$ cat config.mk
export PLATFORM = sky130hd
export DESIGN_NAME = pe_rate_meter
export DESIGN_NICKNAME = d
export VERILOG_FILES = /design/src/rtl/pe_rate_meter_pkg.sv /design/src/rtl/pe_gate_timer.sv /design/src/rtl/pe_rate_meter.sv
export SDC_FILE = /design/constraint.sdc
export NUM_CORES = 1
export LEC_CHECK = 0
export BUFFER_PORTS_ARGS = -buffer_cell sky130_fd_sc_hd__buf_4
export CAP_MARGIN = 15
export CORE_UTILIZATION = 55
export CTS_CLUSTER_DIAMETER = 100
export CTS_CLUSTER_SIZE = 16
export DETAILED_ROUTE_END_ITERATION = 12
export HOLD_SLACK_MARGIN = 0.1
export PLACE_DENSITY = 0.73
export SLEW_MARGIN = 20
export SYNTH_ARGS = -nofsm -noshare
export SYNTH_HDL_FRONTEND = slang
export SYNTH_SLANG_ARGS = --single-unit
$ cat constraint.sdc
create_clock -name clk -period 3 [get_ports clk]
set_input_delay 0.15 -clock clk [delete_from_list [all_inputs] [get_ports clk]]
set_output_delay 0.15 -clock clk [all_outputs]
set_load 0.02 [all_outputs]
$ cat src/rtl/pe_rate_meter_pkg.sv
// rtl/pe_rate_meter_pkg.sv - shared constants and state encoding for the pulse rate meter
package pe_rate_meter_pkg;

   typedef enum logic {
      IDLE = 1'b0,
      GATE = 1'b1
   } state_t;

   localparam int DEF_GATE_CYCLES = 16;
   localparam int DEF_CNT_W       = 8;

endpackage

$ cat src/rtl/pe_gate_timer.sv
// rtl/pe_gate_timer.sv - gate window timer; last marks the final cycle of a window
module pe_gate_timer
   import pe_rate_meter_pkg::*;
#(
   parameter int GATE_CYCLES = DEF_GATE_CYCLES
) (
   input  logic clk,
   input  logic rst,
   input  logic run,
   input  logic clr,
   output logic last
);

   localparam int TW = $clog2(GATE_CYCLES);
   localparam logic [TW-1:0] LAST_VAL = TW'(GATE_CYCLES - 1);

   logic [TW-1:0] timer_q;
   logic [TW-1:0] timer_d;

   assign last = (timer_q == LAST_VAL);

   // Wraps to zero after the final cycle so back-to-back windows need no dead cycle.
   always_comb begin
      timer_d = timer_q;
      if (clr) begin
         timer_d = '0;
      end else if (run) begin
         if (last) begin
            timer_d = '0;
         end else begin
            timer_d = timer_q + 1'b1;
         end
      end
   end

   always_ff @(posedge clk) begin
      if (rst) begin
         timer_q <= '0;
      end else begin
         timer_q <= timer_d;
      end
   end

endmodule

$ cat src/rtl/pe_rate_meter.sv
// rtl/pe_rate_meter.sv - counts pe events over fixed gate windows and reports each completed window
module pe_rate_meter
   import pe_rate_meter_pkg::*;
#(
   parameter int GATE_CYCLES = DEF_GATE_CYCLES,
   parameter int CNT_W       = DEF_CNT_W
) (
   input  logic             clk,
   input  logic             rst,
   input  logic             pe,
   input  logic             en,
   output logic [CNT_W-1:0] count,
   output logic             ovf,
   output logic             valid,
   output logic             busy
);

   localparam logic [CNT_W-1:0] ACC_MAX = {CNT_W{1'b1}};

   state_t           state_q, state_d;
   logic [CNT_W-1:0] acc_q, acc_d;
   logic             ovf_acc_q, ovf_acc_d;
   logic [CNT_W-1:0] count_q, count_d;
   logic             ovf_q, ovf_d;
   logic             valid_q, valid_d;

   logic             tmr_run;
   logic             tmr_clr;
   logic             tmr_last;
   logic [CNT_W-1:0] acc_inc;
   logic             sat_hit;

   pe_gate_timer #(
      .GATE_CYCLES(GATE_CYCLES)
   ) u_gate_timer (
      .clk  (clk),
      .rst  (rst),
      .run  (tmr_run),
      .clr  (tmr_clr),
      .last (tmr_last)
   );

   assign tmr_run = (state_q == GATE);
   assign tmr_clr = (state_q == IDLE) || (!en && !tmr_last);

   always_comb begin
      acc_inc = acc_q;
      sat_hit = 1'b0;
      if (pe) begin
         if (acc_q == ACC_MAX) begin
            sat_hit = 1'b1;
         end else begin
            acc_inc = acc_q + 1'b1;
         end
      end
   end

   always_comb begin
      state_d   = state_q;
      acc_d     = acc_q;
      ovf_acc_d = ovf_acc_q;
      count_d   = count_q;
      ovf_d     = ovf_q;
      valid_d   = 1'b0;
      case (state_q)
         IDLE: begin
            if (en) begin
               state_d   = GATE;
               acc_d     = '0;
               ovf_acc_d = 1'b0;
            end
         end
         GATE: begin
            // The final cycle completes the window even if en has just dropped.
            if (tmr_last) begin
               count_d   = acc_inc;
               ovf_d     = ovf_acc_q | sat_hit;
               valid_d   = 1'b1;
               acc_d     = '0;
               ovf_acc_d = 1'b0;
               state_d   = en ? GATE : IDLE;
            end else if (!en) begin
               state_d   = IDLE;
               acc_d     = '0;
               ovf_acc_d = 1'b0;
            end else begin
               acc_d     = acc_inc;
               ovf_acc_d = ovf_acc_q | sat_hit;
            end
         end
         default: state_d = IDLE;
      endcase
   end

   always_ff @(posedge clk) begin
      if (rst) begin
         state_q   <= IDLE;
         acc_q     <= '0;
         ovf_acc_q <= 1'b0;
         count_q   <= '0;
         ovf_q     <= 1'b0;
         valid_q   <= 1'b0;
      end else begin
         state_q   <= state_d;
         acc_q     <= acc_d;
         ovf_acc_q <= ovf_acc_d;
         count_q   <= count_d;
         ovf_q     <= ovf_d;
         valid_q   <= valid_d;
      end
   end

   assign count = count_q;
   assign ovf   = ovf_q;
   assign valid = valid_q;
   assign busy  = (state_q == GATE);

endmodule

== After elaboration in Yosys (flattened, before gate mapping) ==
Cells that the tools add are included.
W data, S select, Z words.
Storage, ports and cells
  register bits after elaboration: 24
  bits of input ports: 4
  word-level logic and storage cells: 36
Operators by class
  add/subtract/negate cells: 2
  eq/ne operators: 3
  mux-type cells: 15
  bitwise gates (word level): 2
  reductions and logical operators: 7
Operator list (count)
  $mux W8: 5
  $pmux W8 S2: 1
  $add A8 B1 Y8 const B: 1
  $eq A8 B8 Y1 const B: 1
  $mux W1: 7
  $add A4 B1 Y4 const B: 1
  $eq A4 B4 Y1 const B: 1
  $mux W4: 1
  $reduce_or A2 Y1: 2
  $logic_not A1 Y1: 2
  $ne A2 B2 Y1 const B: 1
  $pmux W1 S2: 1
  $reduce_and A2 Y1: 1
  $logic_and A1 B1 Y1: 1
  $logic_or A1 B1 Y1: 1
  $not A1 Y1: 1
  $or A1 B1 Y1: 1

== Logic depth before layout (Yosys ltp) ==
Gate-level depths: netlist of the first run.
  depth after elaboration: 7
  depth in mapped cells: 7

== By module ==
A second synthesis of the first run with hierarchy kept.
Second synthesis, totals
  cell total of the unflattened synthesis: 135
  area total of the unflattened synthesis: 1214.9 sq um
Modules (own cells, without submodules)
  pe_rate_meter: instances 1, cells each 115, area each 1023.5 sq um, seq. area each 400.4 sq um
  pe_gate_timer: instances 1, cells each 20, area each 191.4 sq um, seq. area each 80.1 sq um

== Worst setup path after synthesis of the first run ==
No wires, ideal clock.
  kind: flip-flop to flip-flop
  from: reg acc_q[0]
  to: reg count_q[7] (netlist: count[7])
  setup time: 0.132 ns
  arrival: 1.550 ns
  data required time: 2.868 ns
  path slack: 1.317 ns
  cell stages (with the launch flop): 6
  buffers on the path: 0
  clock period less this slack: 1.683 ns
  path through: dfxtp_1 -> ha_1 -> and3_2 -> or4b_1 -> o211ai_1 -> a21oi_1
On the way
  longest elaborated chain between the ends: 3
  elaborated cells between the ends (all ways): 4
RTL lines
  start, declared: RTL line pe_rate_meter.sv:21  | logic [CNT_W-1:0] acc_q, acc_d;
  start signal, assigned: RTL line pe_rate_meter.sv:98  | acc_q <= '0;
  start signal, assigned: RTL line pe_rate_meter.sv:105  | acc_q <= acc_d;
  $add A8 B1 Y8 or $eq A8 B8 Y1 (tied branches): RTL line pe_rate_meter.sv:53, pe_rate_meter.sv:50
  $mux W8 (*): RTL line pe_rate_meter.sv:50  | if (acc_q == ACC_MAX) begin
  $mux W8 (*): RTL line pe_rate_meter.sv:49  | if (pe) begin
  end signal, assigned: RTL line pe_rate_meter.sv:107  | count_q <= count_d;
  end, declared: RTL line pe_rate_meter.sv:23  | logic [CNT_W-1:0] count_q, count_d;
Mark *: on every way between the ends. The rest lies on a longest branch, timed or not.
A chain may end at the register's enable or synchronous reset.

== Final worst setup path of the first run ==
  from: reg u_gate_timer.timer_q[0]
  to: reg acc_q[5]
On the way
  longest elaborated chain between the ends: 3
RTL lines
  start, declared: RTL line pe_gate_timer.sv:17  | logic [TW-1:0] timer_q;
  start signal, assigned: RTL line pe_gate_timer.sv:40  | timer_q <= timer_d;
  $eq A4 B4 Y1: RTL line pe_gate_timer.sv:20  | assign last = (timer_q == LAST_VAL);
  $mux W8: RTL line pe_rate_meter.sv:75  | if (tmr_last) begin
  $pmux W8 S2: RTL line pe_rate_meter.sv:65  | case (state_q)
Every way passes these cells.

==> results of run 1 <==
-- critical path: stages (launching register included) --
cell and delay (ns):
dfxtp_1 0.36, ha_1 0.25, and3_1 0.26, nor2_1 0.58
nand4_1 0.16, o21ai_0 0.18
-- cells by family after synthesis --
group	count (synthesis)	synth area share
buf+inv	11	0.0411
simple gates	61	0.266
fa+ha+maj	2	0.0216
flops	24	0.416
compound gates	41	0.233
xor+xnor	3	0.0227
-- cells in the final DEF, fill, tap and decap left out, types with 5 or more instances in the layout --
| cell type | instances |
|---|---|
| nand2_1 | 13 |
| nor2_1 | 18 |
| a21oi_1 | 15 |
| nor3_1 | 9 |
| dfxtp_1 | 24 |
| o21ai_0 | 6 |
| buf_4 | 14 |
| nand3_1 | 5 |
-- synth_stat cells (all sizes together) (2+ instances only) --
cell type | number | area share
a211oi | 3 | 0.019
a21oi | 15 | 0.065
nand3 | 5 | 0.022
ha | 2 | 0.022
clkbuf | 3 | 0.0097
nand2 | 13 | 0.042
dfxtp | 24 | 0.42
and3 | 3 | 0.017
nor2 | 18 | 0.058
xnor2 | 2 | 0.015
nor3 | 9 | 0.039
a31oi | 3 | 0.016
a41oi | 2 | 0.022
o211ai | 3 | 0.019
nor2b | 2 | 0.011
inv | 3 | 0.0097
nand3b | 2 | 0.013
nand4 | 4 | 0.027
buf | 5 | 0.022
o21ai | 6 | 0.026
-- per-stage QoR --
stage	hold WS (ns)	cells	instance area, um2	setup WS, ns
after floorplan	0.278	142	1160	1.32
after global placement	0.412	175	1260	1.26
after detailed placement	0.421	175	1260	1.21
after CTS	0.122	180	1320	1.18
after global routing	0.134	180	1320	1.00
final	0.121	180	1320	1.15
-- per-layer routing --
metal  up-vias  share of wire
met2        30           0.51
met5         -              0
met1       529           0.44
met3         6          0.034
met4         0          0.014
li1        549              -
-- power by group through the flow --
| stage | combinational [mW] | clock (mW) | sequential (mW) |
|---|---|---|---|
| final | 0.0433 | 0.238 | 0.336 |
| after global placement | 0.0400 | 0 | 0.342 |
| after detailed placement | 0.0413 | 0 | 0.343 |
| after floorplan | 0.0293 | 0 | 0.341 |
| after global routing | 0.0469 | 0.252 | 0.336 |
| after CTS | 0.0430 | 0.239 | 0.335 |
-- flip-flops by register name, indices dropped and copies added (netlist names) --
signal	flops
acc_q	8
count	8
u_gate_timer.timer_q	4
busy	1
ovf	1
ovf_acc_q	1
valid	1
-- repair_timing --
| action | 4_1_cts | 5_1_grt |
|---|---|---|
| hold endpoints to repair | 1 | 0 |
| hold buffers | 1 | 0 |
| gates resized for setup | 0 | 0 |
-- final cells by class --
cell class	count	area [um2]	share of cell area
Multi-Input combinational cell	107	628	0.475
Sequential cell	24	480	0.364
Timing Repair Buffer	15	115	0.0871
Tap cell	27	33.8	0.0256
Clock inverter	1	30.0	0.0227
Clock buffer	3	22.5	0.0170
Inverter	3	11.3	0.00852
-- path summary, 6_finish.rpt --
kind,end,slack (ns),cells past startpoint
min reg2reg,count[6],0.47,2
max reg2reg,acc_q[5],1.15,5
max,acc_q[5],1.15,5
min,count[7],0.12,2
==> results.cfg, run 1 <==
[cells_and_area]
post-route-util = 0.673
final.fill_count = 196
synthToLayoutAreaGrowth_pct = 14.3
drive_above_1_share = 0.144
n_antenna_cell = 0
nets = 160

[timing]
totalNegativeSetupSlack_ns = 0
worstMarginPinSlew_ns = 0.717
setup_viol = 0
rsz0062_at_grt = no
finalHoldViolCount = 0
drv_slew = 0
fin_crit_sh = 0.616
fmax_ghz = 0.542
fin_worst_skew_ns = 0.00287
fin_crit_ns = 1.85
maxSlewHeadroom = 0.520

[synthesis]
async_reset_ff_frac = 0
postSynthNetCount = 148
synth.cell_area_um2 = 1160
ys_seq_area_frac = 0.416
ys_types = 38
synth_edf_count = 0
ys_seq_elements = 24
synth_cells = 142
yosys_warnings = 0
synth-main-ff-cell = dfxtp_1
avgSynthCellArea_um2 = 8.14

[route]
drt_iter0_drc = 29
drt_pass1_iterations = 4
vias = 1114
wl_per_cell_um = 15.1
remaining_drc_errors = 0
drt_wl_total_mm = 2.72
vias_per_cell = 6.19
detail-route-antenna-nets = 0

[setup_path]
critPathLaunchType = flop
cp-end-kind = flop
cp-startpoint = u_gate_timer.timer_q[0]
crit_required_ns = 3.26
regToRegStartpoint = u_gate_timer.timer_q[0]
path_class = reg -> reg
critPathArrivalTime_ns = 2.11
crit_fanout = 11

[pwr]
comb_power_share = 0.070
ir_drop_mv = 0.224
power_frac_seq = 0.544
switchingPower_mw = 0.138
total_power_mw = 0.617
power_density_nw_per_um2 = 467
switching_share = 0.224
p_leak_nw = 0.439
p_clk_frac = 0.386
internal_power_mw = 0.479

[global_routing]
overflow = 0
antenna_found_initial = 0
busiest_layer = met2
grt_use_met2 = 0.441
grt_max_degree = 20
grt_pass1_wl_mm = 3.94
grt_util_all_layers = 0.255
grt_util_met1 = 0.316
grt_use_met3 = 0.0377
grt_pass1_vias = 877

[die]
start_util = 0.589
die_x_um = 47.8
die-area_um2 = 2290
die_h_um = 47.8
io_pins = 15
core_um2 = 1960
row_count = 16

[run]
drv_cap = 0

[place]
gp_congestion = 0.870
hpwl_mm = 1.93
io_buffer_count = 14

[clock_tree]
cts_setup_buffers = 0
cts_max_path_buffers = 2
clk_latency_ns = 0.32
cts_made_buffers = 3
clockRootBuffer = clkbuf_4
htree_levels = 1
clkTransAtPathRegs_ns = 0.14
tritoncts = yes
cts_sinks = 24

[hold_path]
hp-start = rst
hp-class = in -> reg

[outcome]
status = completed
No activity file was read; power rests on OpenSTA's default activity.
==> run 2: changes to the inputs <==
--- a/config.mk
+++ b/config.mk
@@ -7,12 +7,12 @@
 export LEC_CHECK = 0
 export BUFFER_PORTS_ARGS = -buffer_cell sky130_fd_sc_hd__buf_4
 export CAP_MARGIN = 15
-export CORE_UTILIZATION = 55
+export CORE_UTILIZATION = 50
 export CTS_CLUSTER_DIAMETER = 100
 export CTS_CLUSTER_SIZE = 16
 export DETAILED_ROUTE_END_ITERATION = 12
 export HOLD_SLACK_MARGIN = 0.1
-export PLACE_DENSITY = 0.73
+export PLACE_DENSITY = 0.7
 export SLEW_MARGIN = 20
 export SYNTH_ARGS = -nofsm -noshare
 export SYNTH_HDL_FRONTEND = slang
==> constraint.sdc (replaced) <==
create_clock -name clk -period 1.6 [get_ports clk]
set_input_delay 0.08 -clock clk [delete_from_list [all_inputs] [get_ports clk]]
set_output_delay 0.08 -clock clk [all_outputs]
set_load 0.02 [all_outputs]
==> results.cfg, run 2 (synthesis results as in run 1) <==
[timing]
rsz0062_at_grt = no
totalNegativeSetupSlack_ns = 0
fin_crit_sh = 0.945
maxSlewHeadroom = 0.781
fin_crit_ns = 1.51
finalHoldViolCount = 0
worstMarginPinSlew_ns = 0.326
fmax_ghz = 0.662
setup_viol = 0
whs_ns = 0.459
fin_worst_skew_ns = 0.00822
drv_slew = 0

[setup_path]
cp_num_buf_inv = 0
cp_slowest_cell = or4b_4
path_class = reg -> reg
critPathArrivalTime_ns = 1.72
critPathTopFamily = simple AND/OR/NAND/NOR gates
slowest_delay_ns = 0.52
crit_required_ns = 1.81
crit_chain = ha_2 > and3_4 > or4b_4 > o211ai_1 > a21oi_1
cp-end-kind = flop
critPathLaunchType = flop
crit_fanout = 3

[pwr]
ir_drop_mv = 0.451
p_leak_nw = 0.530
power_density_nw_per_um2 = 731

[clock_tree]
clk_latency_ns = 0.31
cts_sinks = 24
clkTransAtPathRegs_ns = 0.13
tritoncts = yes
htree_levels = 1
cts_max_path_buffers = 2
cts_made_buffers = 3
clockRootBuffer = clkbuf_4

[route]
drt_pass1_iterations = 5
drt_iter0_drc = 40
wl_per_cell_um = 13.6
remaining_drc_errors = 0
drt_wl_total_mm = 2.73
detail-route-antenna-nets = 0
vias = 1175
vias_per_cell = 5.88

[die]
die_x_um = 50.1
core_um2 = 2190
die_h_um = 50.1
start_util = 0.528
die-area_um2 = 2510
io_pins = 15
row_count = 17

[cells_and_area]
synthToLayoutAreaGrowth_pct = 27.6
nets = 179
final.fill_count = 190
final_cell_mix = 30 x buf_4, 22 x dfxtp_1, 18 x nor2_1
layout_commonest_cell = buf_4
drive_above_1_share = 0.262
n_antenna_cell = 0

[global_routing]
grt_util_all_layers = 0.252
grt_pass1_wl_mm = 4.75
grt_max_degree = 20
grt_pass1_vias = 1056
antenna_found_initial = 0
overflow = 0

[hold_path]
hp-class = reg -> reg

[run]
drv_cap = 0

[place]
io_buffer_count = 14
hpwl_mm = 1.95
gp_congestion = 0.948

[outcome]
status = completed
==> run 2: changes by cell type in the layout (fill, tap and decap cells not counted), moves of 2 or more <==
cell and delta:
buf_4 +16, dfxtp_1 -2, dlygate4sd3_1 +3, dfxtp_2 +2
==> run 2: timing repair <==
action / CTS / global route
hold endpoints to repair: 14 / 0
buffers inserted: 0 / 2
hold buffers: 4 / 0
setup endpoints to repair: 0 / 9
gates resized for setup: 0 / 7
==> run 2: report_power, final <==
| part | total, mW | internal [mW] | switching (mW) |
|---|---|---|---|
| Combinational | 0.137 | 0.0713 | 0.0653 |
| Clock | 0.319 | 0.139 | 0.180 |
| Sequential | 0.622 | 0.612 | 0.0103 |
| Total | 1.08 | 0.822 | 0.256 |
==> run 2: worst min-delay path, stage by stage, from the launching register on <==
cell and delay, ns:
dfxtp_1 0.33, nand2_1 0.05, a21oi_1 0.05
==> run 2: final timing paths <==
check              to  depth (start not counted)  slack, ns     start
max          count[7]                          5       0.09  acc_q[0]
min          count[7]                          2       0.46  count[7]
max reg2reg  count[7]                          5       0.09  acc_q[0]
min reg2reg  count[7]                          2       0.46  count[7]
==> run 2: cell type report <==
type / instances / area [um2] / share of cell area
Clock buffer: 4 / 36.3 / 0.0246
Inverter: 3 / 11.3 / 0.00763
Multi-Input combinational cell: 107 / 644 / 0.437
Sequential cell: 24 / 483 / 0.327
Tap cell: 28 / 35.0 / 0.0237
Timing Repair Buffer: 34 / 265 / 0.180
==> run 2: routing by layer <==
layer,vias up,wire length (um),GRT usage
li1,587,-,-
met1,549,1260,0.332
met2,37,1300,0.393
met3,2,140,0.0432
met4,0,23,0.119
met5,-,0,0
==> run 2: through the flow <==
stage                     utilization  instance area (um2)  power [mW]  instances  setup WS (ns)
final                           0.673                 1480        1.08        200         0.0885
after global routing            0.673                 1480        1.12        200        0.00298
after CTS                       0.661                 1450        1.07        198         0.0217
after detailed placement        0.626                 1370       0.742        190         0.0504
after global placement          0.626                 1370       0.740        190         0.0956
after floorplan                     -                 1160       0.695        142         0.0308
==> run 3: changes to the inputs <==
--- a/config.mk
+++ b/config.mk
@@ -7,12 +7,13 @@
 export LEC_CHECK = 0
 export BUFFER_PORTS_ARGS = -buffer_cell sky130_fd_sc_hd__buf_4
 export CAP_MARGIN = 15
-export CORE_UTILIZATION = 50
+export CORE_UTILIZATION = 53
+export CTS_BUF_LIST = sky130_fd_sc_hd__clkbuf_4 sky130_fd_sc_hd__clkbuf_8
 export CTS_CLUSTER_DIAMETER = 100
 export CTS_CLUSTER_SIZE = 16
 export DETAILED_ROUTE_END_ITERATION = 12
 export HOLD_SLACK_MARGIN = 0.1
-export PLACE_DENSITY = 0.7
+export PLACE_DENSITY = 0.74
 export SLEW_MARGIN = 20
 export SYNTH_ARGS = -nofsm -noshare
 export SYNTH_HDL_FRONTEND = slang
==> results.cfg, run 3 (synthesis results as in run 1) <==
[clock_tree]
clk_latency_ns = 0.33
cts_sinks = 24
clockRootBuffer = clkbuf_4
cts_made_buffers = 3
tritoncts = yes
cts_max_path_buffers = 2
htree_levels = 1
clkTransAtPathRegs_ns = 0.14

[die]
die_h_um = 48.7
die_x_um = 48.7
row_count = 16
die-area_um2 = 2370
io_pins = 15
core_um2 = 2000
start_util = 0.578

[timing]
fin_worst_skew_ns = 0.00651
worstMarginPinSlew_ns = 0.307
finalHoldViolCount = 0
fin_crit_ns = 1.56
rsz0062_at_grt = yes
totalNegativeSetupSlack_ns = 0
fin_crit_sh = 0.972
setup_viol = 0
fmax_ghz = 0.643
drv_slew = 0
maxSlewHeadroom = 0.793

[global_routing]
grt_use_met2 = 0.396
grt_use_met3 = 0.0314
busiest_layer = met2
antenna_found_initial = 0
grt_pass1_wl_mm = 4.43
overflow = 0
grt_util_met1 = 0.313
grt_max_degree = 20
grt_util_all_layers = 0.239
grt_pass1_vias = 1002

[hold_path]
hp-class = reg -> reg

[pwr]
internal_power_mw = 0.914
power_frac_seq = 0.537
ir_drop_mv = 0.555
p_leak_nw = 0.506
total_power_mw = 1.18
switching_share = 0.225
power_density_nw_per_um2 = 810
switchingPower_mw = 0.265
p_clk_frac = 0.380
comb_power_share = 0.083

[cells_and_area]
nets = 174
finalNonFillerCells = 194
final_cell_mix = 25 x buf_4, 22 x dfxtp_1, 18 x nor2_1
drive_above_1_share = 0.234
synthToLayoutAreaGrowth_pct = 25.9
layout_commonest_cell = buf_4
post-route-util = 0.727
n_antenna_cell = 0

[route]
detail-route-antenna-nets = 0
vias_per_cell = 6.00
drt_pass1_iterations = 4
vias = 1164
remaining_drc_errors = 0
drt_wl_total_mm = 2.74
drt_iter0_drc = 34
wl_per_cell_um = 14.1

[setup_path]
path_class = reg -> reg
crit_chain = ha_2 > and3_4 > or4b_4 > o211ai_1 > a21oi_1
cp-end-kind = flop
crit_required_ns = 1.83
crit_fanout = 5
slowest_delay_ns = 0.51
critPathLaunchType = flop
cp_num_buf_inv = 0
critPathArrivalTime_ns = 1.79
critPathTopFamily = simple AND/OR/NAND/NOR gates
regToRegSetupSlack_ns = 0.04
cp_slowest_cell = or4b_4

[run]
drv_cap = 0

[place]
hpwl_mm = 1.88
io_buffer_count = 14
dp.cells = 185
gp_congestion = 0.886

[outcome]
status = completed
## run 3: cell type report
| class | instances | area [um2] |
|---|---|---|
| fillers | 169 | 547 |
| repair buffers | 29 | 228 |
| clock inverters | 1 | 30.0 |
| flip-flops and latches | 24 | 488 |
| clock buffers | 3 | 22.5 |
| well taps | 27 | 33.8 |
| multi-input cells | 107 | 642 |
| inverters | 3 | 11.3 |
## run 3: stage by stage
step                      instance area [um2]  hold slack (ns)  setup WS (ns)
final                                    1460            0.464         0.0447
after global routing                     1460            0.500        -0.0235
after CTS                                1430            0.466         0.0184
after detailed placement                 1340            0.354         0.0106
after global placement                   1340            0.346         0.0630
after floorplan                          1160            0.208         0.0308
## run 3: timing repair
| item | in CTS | in global routing |
|---|---|---|
| setup endpoints to repair | 1 | 13 |
| endpoints found under the hold margin | 14 | 0 |
| hold buffers | 4 | 0 |
| gates resized for setup | 2 | 6 |
| buffers inserted | 0 | 1 |
| pin swaps | 0 | 1 |
## run 3: per-layer routing
metal  share of wire  wire [um]  up-vias
li1                -          -      576
met1            0.46       1250      537
met2            0.47       1300       44
met3           0.047        130        7
met4           0.021         58        0
met5               0          0        -
## run 3: worst reg2reg max path: stages, from the launching register on
cell      delay [ns]
dfxtp_4         0.39
ha_2            0.19
and3_4          0.18
or4b_4          0.51
o211ai_1        0.11
a21oi_1         0.09
## run 3: final timing paths
kind         startpoint       end  cells after the start
min reg2reg    count[6]  count[6]                      2
min            count[6]  count[6]                      2
max            acc_q[0]  count[7]                      5
max reg2reg    acc_q[0]  count[7]                      5
## run 3: power by group through the flow
stage               clock network (mW)  logic, mW  registers, mW
floorplan                            0     0.0560          0.639
detailed placement                   0     0.0850          0.642
global route                     0.481      0.108          0.636
global placement                     0     0.0817          0.639
CTS                              0.453     0.0940          0.631
finish                           0.449     0.0973          0.633
